--- config.mk ---
export PLATFORM = sky130hd
export DESIGN_NAME = mem_access_stage_flat
export DESIGN_NICKNAME = d
export VERILOG_FILES = /design/src/rtl/mem_access_stage_if.sv /design/src/rtl/mem_access_stage.sv /design/src/flat_wrapper.sv
export SDC_FILE = /design/constraint.sdc
export NUM_CORES = 1
export LEC_CHECK = 0
export ABC_AREA = 1
export CAP_MARGIN = 15
export CORE_AREA = 5 5 122 124
export DETAILED_ROUTE_END_ITERATION = 12
export DIE_AREA = 0 0 127 129
export DONT_BUFFER_PORTS = 1
export SLEW_MARGIN = 20
export SYNTH_ARGS = -nofsm -noshare
export SYNTH_HDL_FRONTEND = slang
export SYNTH_SLANG_ARGS = --single-unit
--- constraint.sdc ---
create_clock -name clk -period 1.9 [get_ports clk]
set_input_delay 0.38 -clock clk [delete_from_list [all_inputs] [get_ports clk]]
set_output_delay 0.38 -clock clk [all_outputs]
set_load 0.005 [all_outputs]
--- src/rtl/mem_access_stage_if.sv ---
// Data-memory bus between the MEM stage (master) and the memory (slave).
// Request/grant/rvalid handshake; read data arrives no earlier than one cycle after grant.
interface mem_access_stage_if;
  logic        dmem_req;
  logic        dmem_we;
  logic [31:0] dmem_addr;
  logic [3:0]  dmem_be;
  logic [31:0] dmem_wdata;
  logic        dmem_gnt;
  logic        dmem_rvalid;
  logic [31:0] dmem_rdata;

  modport master (
    output dmem_req, dmem_we, dmem_addr, dmem_be, dmem_wdata,
    input  dmem_gnt, dmem_rvalid, dmem_rdata
  );

  modport slave (
    input  dmem_req, dmem_we, dmem_addr, dmem_be, dmem_wdata,
    output dmem_gnt, dmem_rvalid, dmem_rdata
  );
endinterface

--- src/rtl/mem_access_stage.sv ---
// MEM pipeline stage: drives the data bus, aligns load data and registers the MEM/WB fields.
// Define MISALIGN_TRAP_EN to trap misaligned halfword/word accesses instead of forcing alignment.
module mem_access_stage #(
  parameter int TIMEOUT = 255,
  parameter int CNT_W   = 8
) (
  input  logic                 clk,
  input  logic                 rst,
  input  logic [31:0]          alures_in,
  input  logic [2:0]           MemWHB_in,
  input  logic [1:0]           MemReWr_in,
  input  logic [31:0]          RegVal2_in,
  input  logic                 alu_res_pc4_in,
  input  logic [31:0]          pcadd4_in,
  input  logic                 RegWrite_in,
  input  logic [4:0]           RdAddr_in,
  input  logic                 CSR_sel_in,
  input  logic [31:0]          instr_in,
  mem_access_stage_if.master   dmem,
  output logic                 stall,
  output logic                 bus_err,
  output logic                 misalign_exc,
  output logic [31:0]          wb_data_out,
  output logic                 RegWrite_out,
  output logic [4:0]           RdAddr_out,
  output logic                 CSR_sel_out,
  output logic [31:0]          instr_out
);

  typedef enum logic [1:0] {IDLE, REQ, WAIT} state_t;
  typedef enum logic [1:0] {SZ_B, SZ_H, SZ_W} size_t;

  state_t             state;
  state_t             state_next;
  logic [CNT_W-1:0]   cnt;

  size_t       size;
  logic        zext;
  logic        is_load;
  logic        is_store;
  logic        access;
  logic        trap;
  logic [1:0]  lane;
  logic [3:0]  be;
  logic [31:0] wdata;
  logic [31:0] shifted;
  logic [31:0] aligned;
  logic        timeout;
  logic        req_c;
  logic        stall_c;
  logic        err_c;
  logic        load_done;

  assign is_load  = (MemReWr_in == 2'b01);
  assign is_store = (MemReWr_in == 2'b10);
  assign access   = is_load | is_store;
  assign timeout  = (cnt == CNT_W'(TIMEOUT));

  always_comb begin
    size = SZ_W;
    zext = 1'b0;
    case (MemWHB_in)
      3'b000:  size = SZ_B;
      3'b001:  size = SZ_H;
      3'b100:  begin size = SZ_B; zext = 1'b1; end
      3'b101:  begin size = SZ_H; zext = 1'b1; end
      default: size = SZ_W;
    endcase
  end

`ifdef MISALIGN_TRAP_EN
  assign trap = access && ((size == SZ_H && alures_in[0]) ||
                           (size == SZ_W && alures_in[1:0] != 2'b00));
`else
  assign trap = 1'b0;
`endif

  // Byte lane of the access; low bits below the access size are ignored.
  always_comb begin
    case (size)
      SZ_B:    lane = alures_in[1:0];
      SZ_H:    lane = {alures_in[1], 1'b0};
      default: lane = 2'b00;
    endcase
  end

  always_comb begin
    case (size)
      SZ_B: begin
        be    = 4'b0001 << lane;
        wdata = {4{RegVal2_in[7:0]}};
      end
      SZ_H: begin
        be    = 4'b0011 << lane;
        wdata = {2{RegVal2_in[15:0]}};
      end
      default: begin
        be    = 4'b1111;
        wdata = RegVal2_in;
      end
    endcase
  end

  assign shifted = dmem.dmem_rdata >> {lane, 3'b000};

  always_comb begin
    case (size)
      SZ_B:    aligned = zext ? {24'b0, shifted[7:0]}   : {{24{shifted[7]}}, shifted[7:0]};
      SZ_H:    aligned = zext ? {16'b0, shifted[15:0]}  : {{16{shifted[15]}}, shifted[15:0]};
      default: aligned = shifted;
    endcase
  end

  // Handshake control; a completing grant/rvalid wins over a simultaneous timeout.
  always_comb begin
    state_next = state;
    req_c      = 1'b0;
    stall_c    = 1'b0;
    err_c      = 1'b0;
    case (state)
      IDLE: begin
        if (access && !trap) begin
          req_c = 1'b1;
          if (dmem.dmem_gnt) begin
            if (is_load) begin
              state_next = WAIT;
              stall_c    = 1'b1;
            end
          end else begin
            state_next = REQ;
            stall_c    = 1'b1;
          end
        end
      end
      REQ: begin
        req_c = 1'b1;
        if (dmem.dmem_gnt) begin
          if (is_load) begin
            state_next = WAIT;
            stall_c    = 1'b1;
          end else begin
            state_next = IDLE;
          end
        end else if (timeout) begin
          state_next = IDLE;
          err_c      = 1'b1;
        end else begin
          stall_c = 1'b1;
        end
      end
      WAIT: begin
        if (dmem.dmem_rvalid) begin
          state_next = IDLE;
        end else if (timeout) begin
          state_next = IDLE;
          err_c      = 1'b1;
        end else begin
          stall_c = 1'b1;
        end
      end
      default: state_next = IDLE;
    endcase
  end

  assign load_done = (state == WAIT) && dmem.dmem_rvalid;

  // Everything combinational is forced quiet while reset is held.
  assign stall           = rst & stall_c;
  assign dmem.dmem_req   = rst & req_c;
  assign dmem.dmem_we    = rst & is_store;
  assign dmem.dmem_addr  = rst ? {alures_in[31:2], 2'b00} : 32'b0;
  assign dmem.dmem_be    = rst ? be : 4'b0;
  assign dmem.dmem_wdata = rst ? wdata : 32'b0;

  always_ff @(posedge clk or negedge rst) begin
    if (!rst) begin
      state        <= IDLE;
      cnt          <= '0;
      bus_err      <= 1'b0;
      wb_data_out  <= 32'b0;
      RegWrite_out <= 1'b0;
      RdAddr_out   <= 5'b0;
      CSR_sel_out  <= 1'b0;
      instr_out    <= 32'b0;
    end else begin
      state   <= state_next;
      cnt     <= (state == IDLE) ? '0 : cnt + 1'b1;
      bus_err <= err_c;
      if (!stall_c) begin
        wb_data_out  <= alu_res_pc4_in ? pcadd4_in : (load_done ? aligned : alures_in);
        RegWrite_out <= RegWrite_in & ~err_c & ~trap;
        RdAddr_out   <= RdAddr_in;
        CSR_sel_out  <= CSR_sel_in;
        instr_out    <= instr_in;
      end else begin
        // Bubble into WB while the access is outstanding.
        RegWrite_out <= 1'b0;
      end
    end
  end

`ifdef MISALIGN_TRAP_EN
  always_ff @(posedge clk or negedge rst) begin
    if (!rst) begin
      misalign_exc <= 1'b0;
    end else begin
      misalign_exc <= (state == IDLE) && trap;
    end
  end
`else
  assign misalign_exc = 1'b0;
`endif

endmodule

--- src/flat_wrapper.sv ---
// flat-port wrapper written by rule: the top's interface ports become plain ports
module mem_access_stage_flat 
#(
  parameter int TIMEOUT = 255,
  parameter int CNT_W   = 8
)
  (clk, rst, alures_in, MemWHB_in, MemReWr_in, RegVal2_in, alu_res_pc4_in, pcadd4_in, RegWrite_in, RdAddr_in, CSR_sel_in, instr_in, stall, bus_err, misalign_exc, wb_data_out, RegWrite_out, RdAddr_out, CSR_sel_out, instr_out, dmem_dmem_req, dmem_dmem_we, dmem_dmem_addr, dmem_dmem_be, dmem_dmem_wdata, dmem_dmem_gnt, dmem_dmem_rvalid, dmem_dmem_rdata);
  mem_access_stage_if dmem_i ();
  input  logic clk;
  input  logic rst;
  input  logic [31:0] alures_in;
  input  logic [2:0] MemWHB_in;
  input  logic [1:0] MemReWr_in;
  input  logic [31:0] RegVal2_in;
  input  logic alu_res_pc4_in;
  input  logic [31:0] pcadd4_in;
  input  logic RegWrite_in;
  input  logic [4:0] RdAddr_in;
  input  logic CSR_sel_in;
  input  logic [31:0] instr_in;
  output logic stall;
  output logic bus_err;
  output logic misalign_exc;
  output logic [31:0] wb_data_out;
  output logic RegWrite_out;
  output logic [4:0] RdAddr_out;
  output logic CSR_sel_out;
  output logic [31:0] instr_out;
  output wire logic [$bits(dmem_i.dmem_req)-1:0] dmem_dmem_req;
  output wire logic [$bits(dmem_i.dmem_we)-1:0] dmem_dmem_we;
  output wire logic [$bits(dmem_i.dmem_addr)-1:0] dmem_dmem_addr;
  output wire logic [$bits(dmem_i.dmem_be)-1:0] dmem_dmem_be;
  output wire logic [$bits(dmem_i.dmem_wdata)-1:0] dmem_dmem_wdata;
  input wire logic [$bits(dmem_i.dmem_gnt)-1:0] dmem_dmem_gnt;
  input wire logic [$bits(dmem_i.dmem_rvalid)-1:0] dmem_dmem_rvalid;
  input wire logic [$bits(dmem_i.dmem_rdata)-1:0] dmem_dmem_rdata;
  assign dmem_dmem_req = dmem_i.dmem_req;
  assign dmem_dmem_we = dmem_i.dmem_we;
  assign dmem_dmem_addr = dmem_i.dmem_addr;
  assign dmem_dmem_be = dmem_i.dmem_be;
  assign dmem_dmem_wdata = dmem_i.dmem_wdata;
  assign dmem_i.dmem_gnt = dmem_dmem_gnt;
  assign dmem_i.dmem_rvalid = dmem_dmem_rvalid;
  assign dmem_i.dmem_rdata = dmem_dmem_rdata;
  mem_access_stage #(.TIMEOUT(TIMEOUT), .CNT_W(CNT_W)) u_core (.clk(clk), .rst(rst), .alures_in(alures_in), .MemWHB_in(MemWHB_in), .MemReWr_in(MemReWr_in), .RegVal2_in(RegVal2_in), .alu_res_pc4_in(alu_res_pc4_in), .pcadd4_in(pcadd4_in), .RegWrite_in(RegWrite_in), .RdAddr_in(RdAddr_in), .CSR_sel_in(CSR_sel_in), .instr_in(instr_in), .dmem(dmem_i), .stall(stall), .bus_err(bus_err), .misalign_exc(misalign_exc), .wb_data_out(wb_data_out), .RegWrite_out(RegWrite_out), .RdAddr_out(RdAddr_out), .CSR_sel_out(CSR_sel_out), .instr_out(instr_out));
endmodule
==> impl_table.tex, run 1 <==
\begin{tabular}{lr}
\hline
Metric & Value \\
\hline
\multicolumn{2}{l}{\textbf{Routing}} \\
TritonRoute pass-1 iters & 5 \\
Post-detailed-route wirelength per cell & 18.4 um \\
DRC marker count from the first detailed-route iteration & 507 \\
Residual DRC count & 0 \\
Post-detailed-routing wire length & 20200 um \\
Post-DRT Antenna Nets & 0 \\
Via count & 5642 \\
Vias per std cell & 5.15 \\
\multicolumn{2}{l}{\textbf{Placed design}} \\
Post-Place Worst Slack & 0.108 ns \\
Number of buffers inserted by port buffering & 0 \\
Final HPWL DP & 15700 um \\
Final weighted congestion in routability-driven placement & 0.873 \\
\multicolumn{2}{l}{\textbf{Worst setup path}} \\
Reg2reg setup slack & 0.10 ns \\
Worst Path Class, Setup & flip-flop to output pin \\
Required time of the critical path & 1.52 ns \\
Critical Path Fanout Max & 4 \\
Critical path endpoint category & output pin \\
Element type at the critical path start & flip-flop \\
Arrival time at the worst endpoint & 1.53 ns \\
\multicolumn{2}{l}{\textbf{Power and ir drop}} \\
P\_leak & 0.00356 uW \\
Pwr Total & 8100 uW \\
Highest ir drop seen on vdd & 0.492 mV \\
Power density normalized to cell area & 1270 mW/mm2 \\
\multicolumn{2}{l}{\textbf{Flow run}} \\
Maximum capacitance violations & 0 \\
\multicolumn{2}{l}{\textbf{GRT}} \\
Number of global-route vias before repair & 5412 \\
Number of antenna violations at the first check in global routing & 0 \\
Remaining global-route overflow & 0 \\
Wire length of the first global-routing pass & 30100 um \\
Maximum number of pins on one net before global-route repair & 139 \\
Global router's overall resource usage & 23.7\% \\
\multicolumn{2}{l}{\textbf{Synthesis}} \\
Most common flop cell mapped by yosys & sky130\_fd\_sc\_hd\_\_dfrtp\_1 \\
Distinct cell type count of the synthesized netlist & 34 \\
Sequential share of the synthesized area & 35.8\% \\
Cell Area, Synth & 0.00573 mm2 \\
Count of state elements after synthesis & 82 \\
Async set-reset flop share out of synthesis & 100\% \\
Post-synthesis instance total & 916 \\
Synth warn & 0 \\
Number of enable flip-flop cells after synthesis & 0 \\
Syn Area/Cell & 6.26 um2 \\
\multicolumn{2}{l}{\textbf{Cells and area}} \\
Final Util & 46.7\% \\
Area Overhead vs Synth & 11.3\% \\
Count of fill cells added during filler insertion & 1465 \\
\# nets final & 1095 \\
Proportion of layout cells with a drive suffix above 1 & 11.0\% \\
Number of inserted diodes & 0 \\
\multicolumn{2}{l}{\textbf{Clock tree}} \\
Number of clock buffers inserted by TritonCTS & 9 \\
H-tree Lvls & 3 \\
Clock tree from TritonCTS & built \\
Number of clock sinks & 82 \\
Root buf cell & sky130\_fd\_sc\_hd\_\_clkbuf\_16 \\
Clock tree buffer depth & 2 \\
Worst skew pair latency & 0.35 ns \\
Worst-path clk slew & 0.07 ns \\
\multicolumn{2}{l}{\textbf{Timing}} \\
Clock period minus worst slack & 1.91 ns \\
Setup repair after global routing missed its margin & yes \\
Maximum clock frequency & 524 MHz \\
Final cycle utilization of the critical path & 101\% \\
Setup violators final & 1 \\
Count of endpoints failing hold in the final timing report & 82 \\
Post-route worst hold slack & -0.281 ns \\
Worst clock skew on the final layout & 0.00959 ns \\
Fin. max-slew vios & 0 \\
Post-route setup slack & -0.0101 ns \\
\multicolumn{2}{l}{\textbf{Die}} \\
Vertical die dimension & 129 um \\
Placement Rows & 43 \\
X dimension of the die & 127 um \\
Number of primary I/O pins & 321 \\
Die area & 0.0164 mm2 \\
Core region area & 0.0137 mm2 \\
Effective utilization at floorplan & 42.0\% \\
\multicolumn{2}{l}{\textbf{Outcome}} \\
Violations in the final reports & negative hold slack, negative setup slack \\
Outcome & finished with violations \\
\multicolumn{2}{l}{\textbf{Min path}} \\
Path type of the worst min-delay path & input pin to asynchronous set/reset pin \\
\hline
\end{tabular}
-- timing repair --
action                                 4_1_cts  5_1_grt
pin swaps                                    6        0
gates cloned                                 0        1
resized for setup                            6        7
setup endpoints to repair                    1       38
setup buffers                                8        0
endpoints found under the hold margin       82       82
-- stage by stage --
stage / cell area (um2) / instances / hold WS, ns / setup TNS (ns)
2_1_floorplan: 5780 / 918 / 0.0844 / 0
3_3_place_gp: 5960 / 1072 / 0.0871 / 0
3_5_place_dp: 5960 / 1072 / 0.0872 / 0
4_1_cts: 6340 / 1095 / -0.290 / 0
5_1_grt: 6380 / 1096 / -0.296 / -0.249
6_report: 6380 / 1096 / -0.281 / -0.0101
-- sequential cells by signal, indices dropped and copies added (netlist names) --
name	count
u_core.CSR_sel_out	1
u_core.RdAddr_out	5
u_core.RegWrite_out	1
u_core.bus_err	1
u_core.cnt	8
u_core.instr_out	32
u_core.state	2
u_core.wb_data_out	32
-- final timing paths --
path,start,end,depth (start not counted)
max in group asynchronous,rst,u_core.state[0],0
worst max register to register,u_core.state[1],u_core.wb_data_out[26],13
worst max-delay path,u_core.state[1],stall,8
min in group clk,instr_in[20],u_core.instr_out[20],2
worst min register to register,u_core.cnt[7],u_core.cnt[7],1
worst min-delay path,rst,u_core.instr_out[27],0
-- logic make-up after synthesis --
family,Yosys count,share of synthesized area [%]
AO/OA/AOI/OAI,75,7.44
adder cells (fa/ha/maj),7,1.53
buffers and inverters,146,11.3
flip-flops,82,35.8
other,1,0.0654
AND/OR/NAND/NOR,605,43.9
-- layout by cell type (no fill, tap or decap), types with 2 or more instances in the layout --
cell type                    synthesis  final
sky130_fd_sc_hd__buf_12              0      4
sky130_fd_sc_hd__inv_6               0      3
sky130_fd_sc_hd__a21boi_0            7      6
sky130_fd_sc_hd__clkbuf_16           0     10
sky130_fd_sc_hd__buf_6               6      2
sky130_fd_sc_hd__o22ai_1             9      9
sky130_fd_sc_hd__a21oi_1            26     26
sky130_fd_sc_hd__ha_4                0      2
sky130_fd_sc_hd__nand3_2             4      4
sky130_fd_sc_hd__buf_4              10     27
sky130_fd_sc_hd__ha_1                7      3
sky130_fd_sc_hd__or2_2              17     17
sky130_fd_sc_hd__nand3_1            79     79
sky130_fd_sc_hd__nor3_1              3      3
sky130_fd_sc_hd__inv_2               4      6
sky130_fd_sc_hd__nor2_1            118    115
sky130_fd_sc_hd__o21ai_0            22     22
sky130_fd_sc_hd__nor2_2              3      5
sky130_fd_sc_hd__a31oi_1             2      2
sky130_fd_sc_hd__dfrtp_1            82     81
sky130_fd_sc_hd__clkinvlp_4          0      2
sky130_fd_sc_hd__nand2_1           369    368
sky130_fd_sc_hd__inv_1              88     85
sky130_fd_sc_hd__ha_2                0      2
sky130_fd_sc_hd__nor2_4              1      2
sky130_fd_sc_hd__conb_1              1      3
sky130_fd_sc_hd__nand2_2             6      6
sky130_fd_sc_hd__o211ai_1            7      7
-- where the power goes --
part	internal [uW]	total (uW)	switching, uW
Clock	1070	1830	762
Combinational	1170	2960	1790
Sequential	2560	3310	747
Total	4790	8100	3300
-- critical path, cell delays in order, from the launching register on --
cell	delay, ns
sky130_fd_sc_hd__dfrtp_2	0.43
sky130_fd_sc_hd__inv_2	0.08
sky130_fd_sc_hd__ha_4	0.13
sky130_fd_sc_hd__nand2_1	0.07
sky130_fd_sc_hd__nand2_1	0.09
sky130_fd_sc_hd__nor2_2	0.05
sky130_fd_sc_hd__nor2_2	0.15
sky130_fd_sc_hd__nand2_4	0.08
sky130_fd_sc_hd__nor2_4	0.10
-- cell usage after synthesis, drive strengths merged (2+ instances only) --
master  count  share of area [%]
nand2     375                 25
nor2      123                8.6
inv        93                6.1
nand3      84                7.9
dfrtp      82                 36
buf        32                3.8
a21oi      26                2.3
o21ai      23                2.0
clkbuf     20                1.3
or2        17                1.9
o22ai       9               0.98
a21boi      7               0.92
ha          7                1.5
o211ai      7               0.92
nor3        3               0.26
a31oi       2               0.22
nand4       2               0.33
-- metal layers --
layer  global-route usage, %  part of all wire (%)  up-vias
met5                       0                     0        -
met4                    7.95                   2.0        0
met3                    5.81                   9.0       21
met2                    41.6                    51      299
met1                    28.5                    38     2519
li1                        -                     -     2803
-- area by class of cell --
| type | instances | area (um2) | area share, % |
|---|---|---|---|
| tap | 180 | 225 | 3.53 |
| clock buffer | 10 | 239 | 3.75 |
| multi-input combinational | 690 | 3100 | 48.6 |
| inverter | 94 | 360 | 5.65 |
| clock inverter | 6 | 71.3 | 1.12 |
| timing repair buffer | 34 | 330 | 5.18 |
| sequential | 82 | 2050 | 32.2 |
No activity file was read; power rests on OpenSTA's default activity.
==> run 2, diff against run 1 <==
--- a/config.mk
+++ b/config.mk
@@ -11,6 +11,7 @@
 export DETAILED_ROUTE_END_ITERATION = 12
 export DIE_AREA = 0 0 127 129
 export DONT_BUFFER_PORTS = 1
+export REMOVE_ABC_BUFFERS = 1
 export SLEW_MARGIN = 20
 export SYNTH_ARGS = -nofsm -noshare
 export SYNTH_HDL_FRONTEND = slang
==> impl_table.tex, run 2 (same netlist as run 1, synthesis figures left out) <==
\begin{tabular}{lr}
\hline
Metric & Value \\
\hline
\multicolumn{2}{l}{\textbf{Outcome}} \\
Outcome & finished with violations \\
Violations in the final reports & negative hold slack, negative setup slack \\
\multicolumn{2}{l}{\textbf{Worst setup path}} \\
Element type at the critical path start & flip-flop \\
Arrival time at the worst endpoint & 1.53 ns \\
Critical path endpoint category & output pin \\
FF-to-FF Start & u\_core.cnt[0] \\
Required time of the critical path & 1.52 ns \\
Critical Path Fanout Max & 4 \\
Cell count of the worst reg-to-reg path & 12 \\
Reg2reg setup slack & 0.04 ns \\
CP Launch Point & u\_core.state[1] \\
Worst Path Class, Setup & flip-flop to output pin \\
\multicolumn{2}{l}{\textbf{Clock tree}} \\
Root buf cell & sky130\_fd\_sc\_hd\_\_clkbuf\_16 \\
Clock tree buffer depth & 2 \\
Number of clock buffers inserted by TritonCTS & 9 \\
Worst skew pair latency & 0.34 ns \\
H-tree Lvls & 3 \\
Worst-path clk slew & 0.06 ns \\
Number of clock sinks & 82 \\
Clock tree from TritonCTS & built \\
\multicolumn{2}{l}{\textbf{GRT}} \\
Number of global-route vias before repair & 5283 \\
Remaining global-route overflow & 0 \\
Maximum number of pins on one net before global-route repair & 139 \\
Wire length of the first global-routing pass & 29000 um \\
Global router's overall resource usage & 22.5\% \\
Number of antenna violations at the first check in global routing & 1 \\
\multicolumn{2}{l}{\textbf{Routing}} \\
Post-detailed-route wirelength per cell & 18.3 um \\
Residual DRC count & 0 \\
TritonRoute pass-1 iters & 4 \\
Via count & 5543 \\
Vias per std cell & 5.07 \\
DRC marker count from the first detailed-route iteration & 324 \\
Post-detailed-routing wire length & 20000 um \\
Post-DRT Antenna Nets & 0 \\
\multicolumn{2}{l}{\textbf{Flow run}} \\
Maximum capacitance violations & 0 \\
\multicolumn{2}{l}{\textbf{Placed design}} \\
Final HPWL DP & 14800 um \\
Placed Cells & 1069 \\
Final weighted congestion in routability-driven placement & 0.851 \\
Post-Place Worst Slack & 0.0485 ns \\
Number of buffers inserted by port buffering & 0 \\
\multicolumn{2}{l}{\textbf{Cells and area}} \\
Biggest registers after layout & u\_core.instr\_out: 32 flops, u\_core.wb\_data\_out: 32 flops, u\_core.cnt: 8 flops \\
Leading cell types in the layout, fill and taps excluded & 368 x sky130\_fd\_sc\_hd\_\_nand2\_1, 115 x sky130\_fd\_sc\_hd\_\_nor2\_1, 87 x sky130\_fd\_sc\_hd\_\_inv\_1 \\
Area Overhead vs Synth & 11.1\% \\
Number of inserted diodes & 0 \\
\# nets final & 1092 \\
Commonest non-fill, non-tap cell in the layout & sky130\_fd\_sc\_hd\_\_nand2\_1 \\
Register cell area after layout & 0.00205 mm2 \\
Number of standard cells in the layout, taps in and fillers out & 1093 \\
Proportion of layout cells with a drive suffix above 1 & 10.2\% \\
Count of fill cells added during filler insertion & 1463 \\
Multi-input combinational cell area & 0.00307 mm2 \\
\multicolumn{2}{l}{\textbf{Timing}} \\
Setup repair after global routing missed its margin & yes \\
Maximum clock frequency & 522 MHz \\
Clock period minus worst slack & 1.91 ns \\
Post-route setup slack & -0.0143 ns \\
Setup violators final & 1 \\
Post-route worst hold slack & -0.262 ns \\
Final cycle utilization of the critical path & 101\% \\
Fin. max-slew vios & 0 \\
Count of endpoints failing hold in the final timing report & 82 \\
Setup\_tns & -0.0143 ns \\
Worst clock skew on the final layout & 0.0100 ns \\
\multicolumn{2}{l}{\textbf{Power and ir drop}} \\
Highest ir drop seen on vdd & 0.659 mV \\
Pwr Total & 8150 uW \\
P\_leak & 0.00357 uW \\
Power density normalized to cell area & 1280 mW/mm2 \\
\multicolumn{2}{l}{\textbf{Die}} \\
Placement Rows & 43 \\
Die area & 0.0164 mm2 \\
X dimension of the die & 127 um \\
Vertical die dimension & 129 um \\
Effective utilization at floorplan & 42.0\% \\
Number of primary I/O pins & 321 \\
Core region area & 0.0137 mm2 \\
\multicolumn{2}{l}{\textbf{Min path}} \\
Path type of the worst min-delay path & input pin to asynchronous set/reset pin \\
\hline
\end{tabular}
run 2: cell count changes in the layout (fill, tap and decap cells not counted), sizes merged:
cell and change:
inv +2, clkinv -2, clkbuf +2, buf -5
run 2: layer usage:
metal	vias up	share of wire [%]	track usage, %
met1	2496	39	26.7
met4	0	1.5	5.80
met5	-	0	0
li1	2793	-	-
met3	18	9.1	7.18
met2	236	50	39.8
run 2: metrics by stage:
stage	cell area [um2]	util [%]	hold WS, ns
2_1_floorplan	5450	-	0.0844
3_3_place_gp	5900	43.2	0.0871
5_1_grt	6370	46.6	-0.285
4_1_cts	6260	45.8	-0.283
3_5_place_dp	5900	43.2	0.0872
6_report	6370	46.6	-0.262
run 2: final cells by class:
cell class	count	area share (%)
flip-flops and latches	82	32.2
inverters	94	5.66
clock inverters	6	1.12
multi-input cells	690	48.2
repair buffers	31	5.58
well taps	180	3.53
clock buffers	10	3.75
run 2: final timing paths:
path	endpoint
max in group asynchronous	u_core.wb_data_out[16]
worst max register to register	u_core.wb_data_out[17]
worst max-delay path	stall
worst min register to register	u_core.cnt[0]
min in group clk	u_core.CSR_sel_out
worst min-delay path	u_core.RdAddr_out[0]
run 2: timing repair:
action | 4_1_cts | 5_1_grt
cloned | 0 | 3
endpoints found under the setup margin | 1 | 66
gates resized for setup | 7 | 7
buffers inserted | 4 | 1
pin swaps | 2 | 4
hold endpoints to repair | 82 | 82
run 2: worst max-delay path: stages, from the launching register on:
cell and delay, ns:
sky130_fd_sc_hd__dfrtp_1 0.42, sky130_fd_sc_hd__inv_1 0.09, sky130_fd_sc_hd__ha_1 0.17, sky130_fd_sc_hd__nand2_1 0.09, sky130_fd_sc_hd__nand2_1 0.08, sky130_fd_sc_hd__nor2_2 0.04, sky130_fd_sc_hd__nor2_2 0.11, sky130_fd_sc_hd__nand2_2 0.09
sky130_fd_sc_hd__nor2_4 0.11
run 2: report_power, final:
group	total [uW]	switching [uW]	leakage (uW)	internal, uW
combinational	3030	1810	0.00243	1220
sequential	3290	732	0.000995	2560
clock	1830	761	0.000146	1070
==> run 3, diff against run 2 <==
--- a/config.mk
+++ b/config.mk
@@ -11,6 +11,7 @@
 export DETAILED_ROUTE_END_ITERATION = 12
 export DIE_AREA = 0 0 127 129
 export DONT_BUFFER_PORTS = 1
+export GPL_TIMING_DRIVEN = 1
 export REMOVE_ABC_BUFFERS = 1
 export SLEW_MARGIN = 20
 export SYNTH_ARGS = -nofsm -noshare
==> results of run 3 <==
No change in the layout: final DEF, timing and power equal those of run 2.
